**src/rtl/isa_pkg.sv**
```systemverilog
// Shared ISA definitions for the decode stage: opcodes, sign-extend modes,
// the EX control word layout and the decode controller state encoding.
package isa_pkg;

    localparam logic [4:0] OP_LOAD   = 5'b10000;
    localparam logic [4:0] OP_STORE  = 5'b10001;
    localparam logic [4:0] OP_BRANCH = 5'b10010;
    localparam logic [4:0] OP_JUMP   = 5'b10011;
    localparam logic [4:0] OP_HALT   = 5'b11110;
    localparam logic [4:0] OP_NOP    = 5'b11111;

    localparam logic [1:0] IMM_ALU = 2'b00;
    localparam logic [1:0] IMM_MEM = 2'b01;
    localparam logic [1:0] IMM_BR  = 2'b10;
    localparam logic [1:0] IMM_J   = 2'b11;

    typedef struct packed {
        logic       reg_write;
        logic       mem_write;
        logic       mem_to_reg;
        logic       alu_src;
        logic       branch;
        logic       jump;
        logic [2:0] alu_ctrl;
    } ctrl_t;

    typedef enum logic {RUN = 1'b0, HALT = 1'b1} ctl_state_t;

    localparam ctrl_t CTRL_BUBBLE = '0;

endpackage

```
**src/rtl/main_decoder.sv**
```systemverilog
// Purely combinational opcode decoder: control word, sign-extend mode,
// source-register usage and halt/illegal classification.
module main_decoder
    import isa_pkg::*;
(
    input  logic [4:0] i_opcode,
    output ctrl_t      o_ctrl,
    output logic [1:0] o_imm_src,
    output logic       o_uses_rs1,
    output logic       o_uses_rs2,
    output logic       o_is_halt,
    output logic       o_is_illegal
);

    always_comb begin
        o_ctrl       = CTRL_BUBBLE;
        o_imm_src    = IMM_ALU;
        o_uses_rs1   = 1'b0;
        o_uses_rs2   = 1'b0;
        o_is_halt    = 1'b0;
        o_is_illegal = 1'b0;
        if (i_opcode[4:3] == 2'b00) begin
            o_ctrl.alu_ctrl  = i_opcode[2:0];
            o_ctrl.reg_write = 1'b1;
            o_uses_rs1       = 1'b1;
            o_uses_rs2       = 1'b1;
        end else if (i_opcode[4:3] == 2'b01) begin
            o_ctrl.alu_ctrl  = i_opcode[2:0];
            o_ctrl.alu_src   = 1'b1;
            o_ctrl.reg_write = 1'b1;
            o_uses_rs1       = 1'b1;
        end else begin
            case (i_opcode)
                OP_LOAD: begin
                    o_imm_src         = IMM_MEM;
                    o_ctrl.alu_src    = 1'b1;
                    o_ctrl.mem_to_reg = 1'b1;
                    o_ctrl.reg_write  = 1'b1;
                    o_uses_rs1        = 1'b1;
                end
                OP_STORE: begin
                    o_imm_src        = IMM_MEM;
                    o_ctrl.alu_src   = 1'b1;
                    o_ctrl.mem_write = 1'b1;
                    o_uses_rs1       = 1'b1;
                    o_uses_rs2       = 1'b1;
                end
                OP_BRANCH: begin
                    o_imm_src       = IMM_BR;
                    o_ctrl.branch   = 1'b1;
                    o_ctrl.alu_ctrl = 3'b001;
                    o_uses_rs1      = 1'b1;
                    o_uses_rs2      = 1'b1;
                end
                OP_JUMP: begin
                    o_imm_src   = IMM_J;
                    o_ctrl.jump = 1'b1;
                end
                OP_HALT: o_is_halt = 1'b1;
                OP_NOP:  ;
                default: o_is_illegal = 1'b1;
            endcase
        end
    end

endmodule

```
**src/rtl/decode_ctrl.sv**
```systemverilog
// Decode-stage controller: ID/EX control register, load-use hazard detection,
// IF/ID stall/flush generation, halt sequencing and a saturating stall counter.
module decode_ctrl
    import isa_pkg::*;
#(
    parameter int CNT_W = 16
) (
    input  logic             clk,
    input  logic             rst_n,
    input  logic [31:0]      instr_d,
    input  logic             valid_d,
    input  logic             pc_src_e,
    output logic [1:0]       imm_src_d,
    output logic             reg_write_e,
    output logic             mem_write_e,
    output logic             mem_to_reg_e,
    output logic             alu_src_e,
    output logic             branch_e,
    output logic             jump_e,
    output logic [2:0]       alu_ctrl_e,
    output logic [3:0]       rd_e,
    output logic             stall_f,
    output logic             stall_d,
    output logic             flush_d,
    output logic             halted,
    output logic             illegal,
    output logic [CNT_W-1:0] stall_cnt
);

    ctrl_t      w_dec_ctrl;
    logic       w_uses_rs1;
    logic       w_uses_rs2;
    logic       w_is_halt;
    logic       w_is_illegal;
    logic       w_is_bubble;
    logic       w_lu;
    logic       w_unused_imm;
    logic [3:0] w_rd;
    logic [3:0] w_rs1;
    logic [3:0] w_rs2;

    ctl_state_t r_state;
    ctl_state_t w_next_state;
    ctrl_t      r_ctrl;
    ctrl_t      w_ex_ctrl;
    logic [3:0] r_rd;
    logic [3:0] w_ex_rd;
    logic       r_illegal;
    logic       w_set_illegal;
    logic       w_cnt_inc;
    logic [CNT_W-1:0] r_cnt;

    assign w_rd  = instr_d[26:23];
    assign w_rs1 = instr_d[22:19];
    assign w_rs2 = instr_d[18:15];
    // The low immediate bits belong to sign_extend, not to control decode.
    assign w_unused_imm = ^instr_d[14:0];

    main_decoder u_main_decoder (
        .i_opcode     (instr_d[31:27]),
        .o_ctrl       (w_dec_ctrl),
        .o_imm_src    (imm_src_d),
        .o_uses_rs1   (w_uses_rs1),
        .o_uses_rs2   (w_uses_rs2),
        .o_is_halt    (w_is_halt),
        .o_is_illegal (w_is_illegal)
    );

    assign w_is_bubble = w_is_halt | w_is_illegal | (instr_d[31:27] == OP_NOP);

    assign w_lu = valid_d && r_ctrl.mem_to_reg && (r_rd != 4'd0) &&
                  ((w_uses_rs1 && (w_rs1 == r_rd)) || (w_uses_rs2 && (w_rs2 == r_rd)));

    // Priority: HALT freezes everything, then flush, then load-use, then issue.
    always_comb begin
        w_next_state  = r_state;
        stall_f       = 1'b0;
        stall_d       = 1'b0;
        flush_d       = 1'b0;
        w_ex_ctrl     = CTRL_BUBBLE;
        w_ex_rd       = 4'd0;
        w_set_illegal = 1'b0;
        w_cnt_inc     = 1'b0;
        unique case (r_state)
            HALT: begin
                stall_f = 1'b1;
                stall_d = 1'b1;
            end
            RUN: begin
                if (pc_src_e) begin
                    flush_d = 1'b1;
                end else if (w_lu) begin
                    stall_f   = 1'b1;
                    stall_d   = 1'b1;
                    w_cnt_inc = 1'b1;
                end else if (valid_d) begin
                    w_ex_ctrl     = w_dec_ctrl;
                    w_ex_rd       = w_is_bubble ? 4'd0 : w_rd;
                    w_set_illegal = w_is_illegal;
                    if (w_is_halt) w_next_state = HALT;
                end
            end
            default: w_next_state = RUN;
        endcase
    end

    always_ff @(posedge clk or negedge rst_n) begin
        if (!rst_n) begin
            r_state   <= RUN;
            r_ctrl    <= CTRL_BUBBLE;
            r_rd      <= 4'd0;
            r_illegal <= 1'b0;
            r_cnt     <= '0;
        end else begin
            r_state <= w_next_state;
            r_ctrl  <= w_ex_ctrl;
            r_rd    <= w_ex_rd;
            if (w_set_illegal) r_illegal <= 1'b1;
            if (w_cnt_inc && (r_cnt != {CNT_W{1'b1}})) r_cnt <= r_cnt + CNT_W'(1);
        end
    end

    assign reg_write_e  = r_ctrl.reg_write;
    assign mem_write_e  = r_ctrl.mem_write;
    assign mem_to_reg_e = r_ctrl.mem_to_reg;
    assign alu_src_e    = r_ctrl.alu_src;
    assign branch_e     = r_ctrl.branch;
    assign jump_e       = r_ctrl.jump;
    assign alu_ctrl_e   = r_ctrl.alu_ctrl;
    assign rd_e         = r_rd;
    assign halted       = (r_state == HALT);
    assign illegal      = r_illegal;
    assign stall_cnt    = r_cnt;

endmodule

```
**config.mk**
```make
export PLATFORM = sky130hd
export DESIGN_NAME = decode_ctrl
export DESIGN_NICKNAME = d
export VERILOG_FILES = /design/src/rtl/isa_pkg.sv /design/src/rtl/main_decoder.sv /design/src/rtl/decode_ctrl.sv
export SDC_FILE = /design/constraint.sdc
export NUM_CORES = 1
export LEC_CHECK = 0
export CAP_MARGIN = 10
export CORE_ASPECT_RATIO = 1.75
export CORE_UTILIZATION = 35
export CTS_CLUSTER_SIZE = 12
export DETAILED_ROUTE_END_ITERATION = 10
export PLACE_DENSITY = 0.73
export REMOVE_ABC_BUFFERS = 1
export SETUP_SLACK_MARGIN = 0.2
export SYNTH_ARGS = -nofsm -noshare
export SYNTH_HDL_FRONTEND = slang
export SYNTH_SLANG_ARGS = --single-unit
```
**constraint.sdc**
```tcl
create_clock -name clk -period 2.6 [get_ports clk]
set_clock_uncertainty 0.15 [all_clocks]
set_input_delay 0.65 -clock clk [delete_from_list [all_inputs] [get_ports clk]]
set_output_delay 0.65 -clock clk [all_outputs]
set_load 0.02 [all_outputs]
```
==> flow_metrics.env, run 1 <==
export IMPL_wl_per_cell_um=14.3
export IMPL_numCtsBuffers=5
export IMPL_io_buffers=56
export IMPL_p_sw_frac=0.264
export IMPL_place_inst=278
export IMPL_ys_ff_latch=31
export IMPL_grt_usage=0.187
export IMPL_pwr_share_comb=0.180
export IMPL_cp_arrival_ns=1.81
export IMPL_violations="negative setup slack"
export IMPL_fin_ws_ns=-0.00846
export IMPL_layout_common_cells="37 x clkdlybuf4s50_1, 36 x buf_4, 29 x dfrtp_1"
export IMPL_power_frac_clock=0.339
export IMPL_antenna_found_initial=0
export IMPL_fmax_mhz=383
export IMPL_layout_commonest_cell="clkdlybuf4s50_1"
export IMPL_drive_above_1_share=0.325
export IMPL_clock_latency_ns=0.28
export IMPL_final_net_count=279
export IMPL_peakVddDrop_uv=405
export IMPL_pwr_share_seq=0.480
export IMPL_ys_seq_area_frac=0.502
export IMPL_grt_max_degree=32
export IMPL_syn_area_um2=1550
export IMPL_initial_core_util=0.369
export IMPL_post_drt_via_cell_ratio=5.09
export IMPL_clock_sinks=31
export IMPL_clockBufferDepth=2
export IMPL_die_y_um=89.9
export IMPL_via_count=1486
export IMPL_fillCellCount=356
export IMPL_power_density_nw_per_um2=404
export IMPL_maxSlewViolCount=0
export IMPL_grt_pass1_vias=1518
export IMPL_place_area_um2=2360
export IMPL_gp_congestion=0.754
export IMPL_yosysWarnings=0
export IMPL_power_leakage_nw=1.33
export IMPL_syn_area_per_cell_um2=10.4
export IMPL_setup_viol=2
export IMPL_internal_power_w=0.000767
export IMPL_wirelength_um=4160
export IMPL_hold_depth=1
export IMPL_drtIter0Drc=17
export IMPL_cts_root_buf="clkbuf_8"
export IMPL_power_total_w=0.00104
export IMPL_drtPass1Iterations=4
export IMPL_maxSlewHeadroom=0.597
export IMPL_fin_util=0.616
export IMPL_gr_total_overflow=0
export IMPL_status="finished, violations left"
export IMPL_coreArea_um2=4190
export IMPL_power_net_switching_w=0.000275
export IMPL_clk_pin_slew_ns=0.06
export IMPL_hold_path_class="reg2reg"
export IMPL_ant_nets=0
export IMPL_die_area_um2=4690
export IMPL_critPathLaunchType="input port"
export IMPL_post_route_drc_count=0
export IMPL_synth_distinct_cells=34
export IMPL_fin_cells=292
export IMPL_tritoncts="yes"
export IMPL_critPathCaptureType="output pin"
export IMPL_ios=72
export IMPL_required_ns=1.80
export IMPL_htreeDepth=2
export IMPL_period_share=1.00
export IMPL_syn_inst=148
export IMPL_antennaDiodeCount=0
export IMPL_drv_cap=0
export IMPL_crit_fanout=2
export IMPL_finalHoldViolations=0
export IMPL_num_rows=31
export IMPL_path_class="in2out"
export IMPL_finalCriticalPeriod_ns=2.61
export IMPL_syn_to_final_growth_pct=66.9
export IMPL_grt_pass1_wl_um=6670
export IMPL_dp_hpwl_um=2910
export IMPL_worstMarginPinSlew_ns=0.603
export IMPL_die_w_um=52.2
export IMPL_rsz0062_at_grt="true"
export IMPL_r2r_cells=12
export IMPL_fin_area_um2=2580
==> routing by layer <==
layer | GRT usage | part of all wire
met4 | 0.0768 | 0.015
met2 | 0.351 | 0.56
met3 | 0.0474 | 0.048
met1 | 0.181 | 0.38
met5 | 0 | 0
==> worst max-delay path, stage by stage <==
cell           delay (ns)
dlygate4sd2_1        0.24
xor2_1               0.14
nor3_1               0.18
buf_4                0.15
a32oi_2              0.09
o21bai_1             0.18
buf_4                0.17
==> power groups by stage <==
stage / clock network (W) / registers (W) / logic [W]
final: 0.000353 / 0.000500 / 0.000188
after global routing: 0.000388 / 0.000501 / 0.000203
after CTS: 0.000369 / 0.000500 / 0.000183
after detailed placement: 0 / 0.000509 / 0.000188
after global placement: 0 / 0.000508 / 0.000186
after floorplan: 0 / 0.000518 / 0.0000546
==> cell families (layout without fill, tap and decap cells) <==
| kind of cell | Yosys count | after routing | share of synthesized area |
|---|---|---|---|
| AOI/OAI and AO/OA | 15 | 15 | 0.0818 |
| xor gates and xnor gates | 24 | 24 | 0.136 |
| adders and majority gates | 1 | 1 | 0.00810 |
| muxes | 1 | 1 | 0.00729 |
| buffers and inverters | 10 | 105 | 0.0356 |
| DFF | 31 | 31 | 0.502 |
| and+or+nand+nor | 66 | 66 | 0.229 |
==> layout make-up <==
class	instances	area [um2]	area share
tap	49	61.3	0.0238
timing repair buffer	93	788	0.306
multi-input combinational	107	855	0.331
clock inverter	1	5.00	0.00194
inverter	4	15.0	0.00582
sequential	31	778	0.302
clock buffer	7	76.3	0.0296
==> cell usage after synthesis <==
cell type  instances  share of area
clkbuf_1           1         0.0024
buf_2              1         0.0032
mux2_2             1         0.0073
a211o_1            1         0.0057
nor3b_1            3          0.015
a32oi_2            2          0.021
dfrtp_1           31           0.50
a311o_2            1         0.0073
and4_1             1         0.0057
a31oi_1            1         0.0041
xnor2_1            2          0.011
inv_1              4         0.0097
ha_1               1         0.0081
nor4bb_1           1         0.0065
nor4b_2            1         0.0097
a41o_1             1         0.0065
buf_4              2         0.0097
o21ai_0            2         0.0065
nor4_1             8          0.032
nand3_1            6          0.019
and2_0             1         0.0041
nor3_1            10          0.032
nand4_1            2         0.0081
xor2_1            22           0.12
o21bai_1           1         0.0049
a21o_1             1         0.0049
and3_1             9          0.036
a211oi_2           1         0.0081
clkbuf_2           1         0.0032
nor2b_1            1         0.0041
a21oi_1            4          0.013
nand2_1           13          0.032
buf_6              1         0.0073
nor2_1            10          0.024
==> worst paths after layout <==
path	slack (ns)	startpoint	to
worst max-delay path	-0.008	instr_d[16]	stall_f
worst min-delay path	0.30	illegal	illegal
worst max register to register	0.17	rd_e[1]	stall_cnt[9]
worst min register to register	0.30	illegal	illegal
max in group asynchronous	1.36	rst_n	rd_e[3]
min in group asynchronous	0.63	rst_n	stall_cnt[10]
==> metrics by stage <==
| stage | setup TNS (ns) | setup slack [ns] | hold WS [ns] |
|---|---|---|---|
| 6_report | -0.0169 | -0.00846 | 0.305 |
| 2_1_floorplan | -0.580 | -0.290 | 0.204 |
| 4_1_cts | -0.0695 | -0.0348 | 0.312 |
| 3_5_place_dp | -6.43 | -0.801 | 0.298 |
| 3_3_place_gp | -5.47 | -0.762 | 0.287 |
| 5_1_grt | -0.137 | -0.0702 | 0.341 |
==> state kept, by name (all words and copies together) (netlist names) <==
register,count
mem_to_reg_e,1
jump_e,1
stall_cnt,16
branch_e,1
halted,1
illegal,1
rd_e,4
mem_write_e,1
alu_ctrl_e,3
alu_src_e,1
reg_write_e,1
==> repair_timing <==
action | in CTS | in global routing
hold buffers | 0 | 0
resized for setup | 60 | 28
buffers inserted | 4 | 2
pin swaps | 15 | 16
endpoints found under the setup margin | 26 | 14
Power figures use the tool's default switching activity.
==> inputs of run 2 (changes only) <==
--- a/config.mk
+++ b/config.mk
@@ -7,10 +7,12 @@
 export LEC_CHECK = 0
 export CAP_MARGIN = 10
 export CORE_ASPECT_RATIO = 1.75
-export CORE_UTILIZATION = 35
+export CORE_MARGIN = 8
+export CORE_UTILIZATION = 37
 export CTS_CLUSTER_SIZE = 12
 export DETAILED_ROUTE_END_ITERATION = 10
-export PLACE_DENSITY = 0.73
+export PLACE_DENSITY = 0.76
+export RECOVER_POWER = 50
 export REMOVE_ABC_BUFFERS = 1
 export SETUP_SLACK_MARGIN = 0.2
 export SYNTH_ARGS = -nofsm -noshare
==> flow_metrics.env, run 2 (same netlist as run 1, synthesis figures left out) <==
export IMPL_status="finished, violations left"
export IMPL_violations="negative setup slack"
export IMPL_hold_path_class="reg2reg"
export IMPL_path_cells="dlygate4sd2_1, xor2_1, nor3_2, a32oi_2, o21bai_1, buf_4"
export IMPL_setup_viol=2
export IMPL_fin_cells=285
export IMPL_die_y_um=101
export IMPL_grt_pass1_vias=1507
export IMPL_dp_hpwl_um=3440
export IMPL_gr_total_overflow=0
export IMPL_rsz0062_at_grt="true"
export IMPL_largest_reg_flops=16
export IMPL_clk_pin_slew_ns=0.07
export IMPL_grt_max_degree=32
export IMPL_wirelength_um=4460
export IMPL_hold_depth=1
export IMPL_final_net_count=272
export IMPL_clock_latency_ns=0.28
export IMPL_drtPass1Iterations=4
export IMPL_critPathCaptureType="output pin"
export IMPL_fin_util=0.609
export IMPL_place_area_um2=2320
export IMPL_antenna_found_initial=0
export IMPL_power_leakage_nw=1.26
export IMPL_drv_cap=0
export IMPL_post_drt_via_cell_ratio=5.10
export IMPL_num_rows=31
export IMPL_tritoncts="yes"
export IMPL_path_class="in2out"
export IMPL_max_stage_delay_ns=0.26
export IMPL_numCtsBuffers=5
export IMPL_required_ns=1.80
export IMPL_ios=72
export IMPL_grt_usage=0.138
export IMPL_worstMarginPinSlew_ns=0.772
export IMPL_finalHoldViolations=0
export IMPL_fmax_mhz=379
export IMPL_place_inst=273
export IMPL_drtIter0Drc=46
export IMPL_layout_commonest_cell="dfrtp_1"
export IMPL_die_w_um=64.9
export IMPL_layout_common_cells="31 x dfrtp_1, 30 x buf_4, 21 x xor2_1"
export IMPL_wl_per_cell_um=15.7
export IMPL_io_buffers=56
export IMPL_holdBufCountCts=0
export IMPL_cts_root_buf="clkbuf_8"
export IMPL_die_area_um2=6580
export IMPL_maxSlewViolCount=0
export IMPL_r2r_cells=9
export IMPL_post_route_drc_count=0
export IMPL_clock_sinks=31
export IMPL_holdWs_ns=0.302
export IMPL_grt_pass1_wl_um=7120
export IMPL_period_share=1.01
export IMPL_via_count=1454
export IMPL_maxSlewHeadroom=0.485
export IMPL_gp_congestion=0.852
export IMPL_initial_core_util=0.379
export IMPL_cp_arrival_ns=1.84
export IMPL_clockBufferDepth=2
export IMPL_syn_to_final_growth_pct=60.4
export IMPL_fin_ws_ns=-0.0383
export IMPL_fin_area_um2=2480
export IMPL_coreArea_um2=4070
export IMPL_fillCellCount=355
export IMPL_cp_slowest_cell="nor3_2"
export IMPL_htreeDepth=2
export IMPL_critPathLaunchType="input port"
export IMPL_drive_above_1_share=0.263
export IMPL_power_density_nw_per_um2=470
export IMPL_peakVddDrop_uv=580
export IMPL_crit_fanout=2
export IMPL_finalCriticalPeriod_ns=2.64
export IMPL_ant_nets=0
export IMPL_antennaDiodeCount=0
export IMPL_power_total_w=0.00117
==> run 2: metrics by stage <==
stage               setup slack [ns]  TNS (ns)
finish                       -0.0383   -0.0763
global route                  -0.164    -0.325
CTS                          -0.0516    -0.103
detailed placement            -0.863     -7.87
global placement              -0.778     -5.48
floorplan                     -0.290    -0.580
==> run 2: final cells by class <==
class	count	area, um2	area share
clock buffer	6	82.6	0.0333
multi-input combinational	107	774	0.312
tap	49	61.3	0.0247
inverter	4	15.0	0.00606
clock inverter	2	35.0	0.0141
sequential	31	776	0.313
timing repair buffer	86	734	0.296
==> run 2: critical path, delay by kind of cell <==
| family | cells | cell delay (ns) |
|---|---|---|
| xor+xnor | 1 | 0.16 |
| simple gates | 1 | 0.26 |
| buf+inv | 2 | 0.41 |
| compound gates | 2 | 0.34 |
==> run 2: repair_timing <==
action | in CTS | in global routing
pin swaps | 9 | 4
endpoints found under the setup margin | 31 | 18
buffers inserted | 3 | 1
gates resized for setup | 58 | 9
==> run 2: final timing paths <==
kind,start,end,slack [ns]
hold / removal,illegal,illegal,0.30
setup reg to reg,rd_e[2],stall_cnt[13],0.27
hold reg to reg,illegal,illegal,0.30
min in group asynchronous,rst_n,rd_e[0],0.82
setup / recovery,instr_d[16],stall_f,-0.04
max in group asynchronous,rst_n,stall_cnt[7],0.99
==> run 2: power breakdown <==
| part | total [W] | internal [W] | leakage, nW | switching (W) |
|---|---|---|---|---|
| Sequential | 0.000499 | 0.000491 | 0.418 | 0.00000839 |
| Combinational | 0.000177 | 0.0000805 | 0.781 | 0.0000963 |
| Clock | 0.000489 | 0.000310 | 0.0612 | 0.000180 |
==> run 2: routing by layer <==
layer | wire length [um] | track usage | part of all wire
met4 | 59 | 0.0557 | 0.013
met3 | 258 | 0.0388 | 0.058
met5 | 0 | 0 | 0
met2 | 2560 | 0.266 | 0.57
met1 | 1590 | 0.130 | 0.36
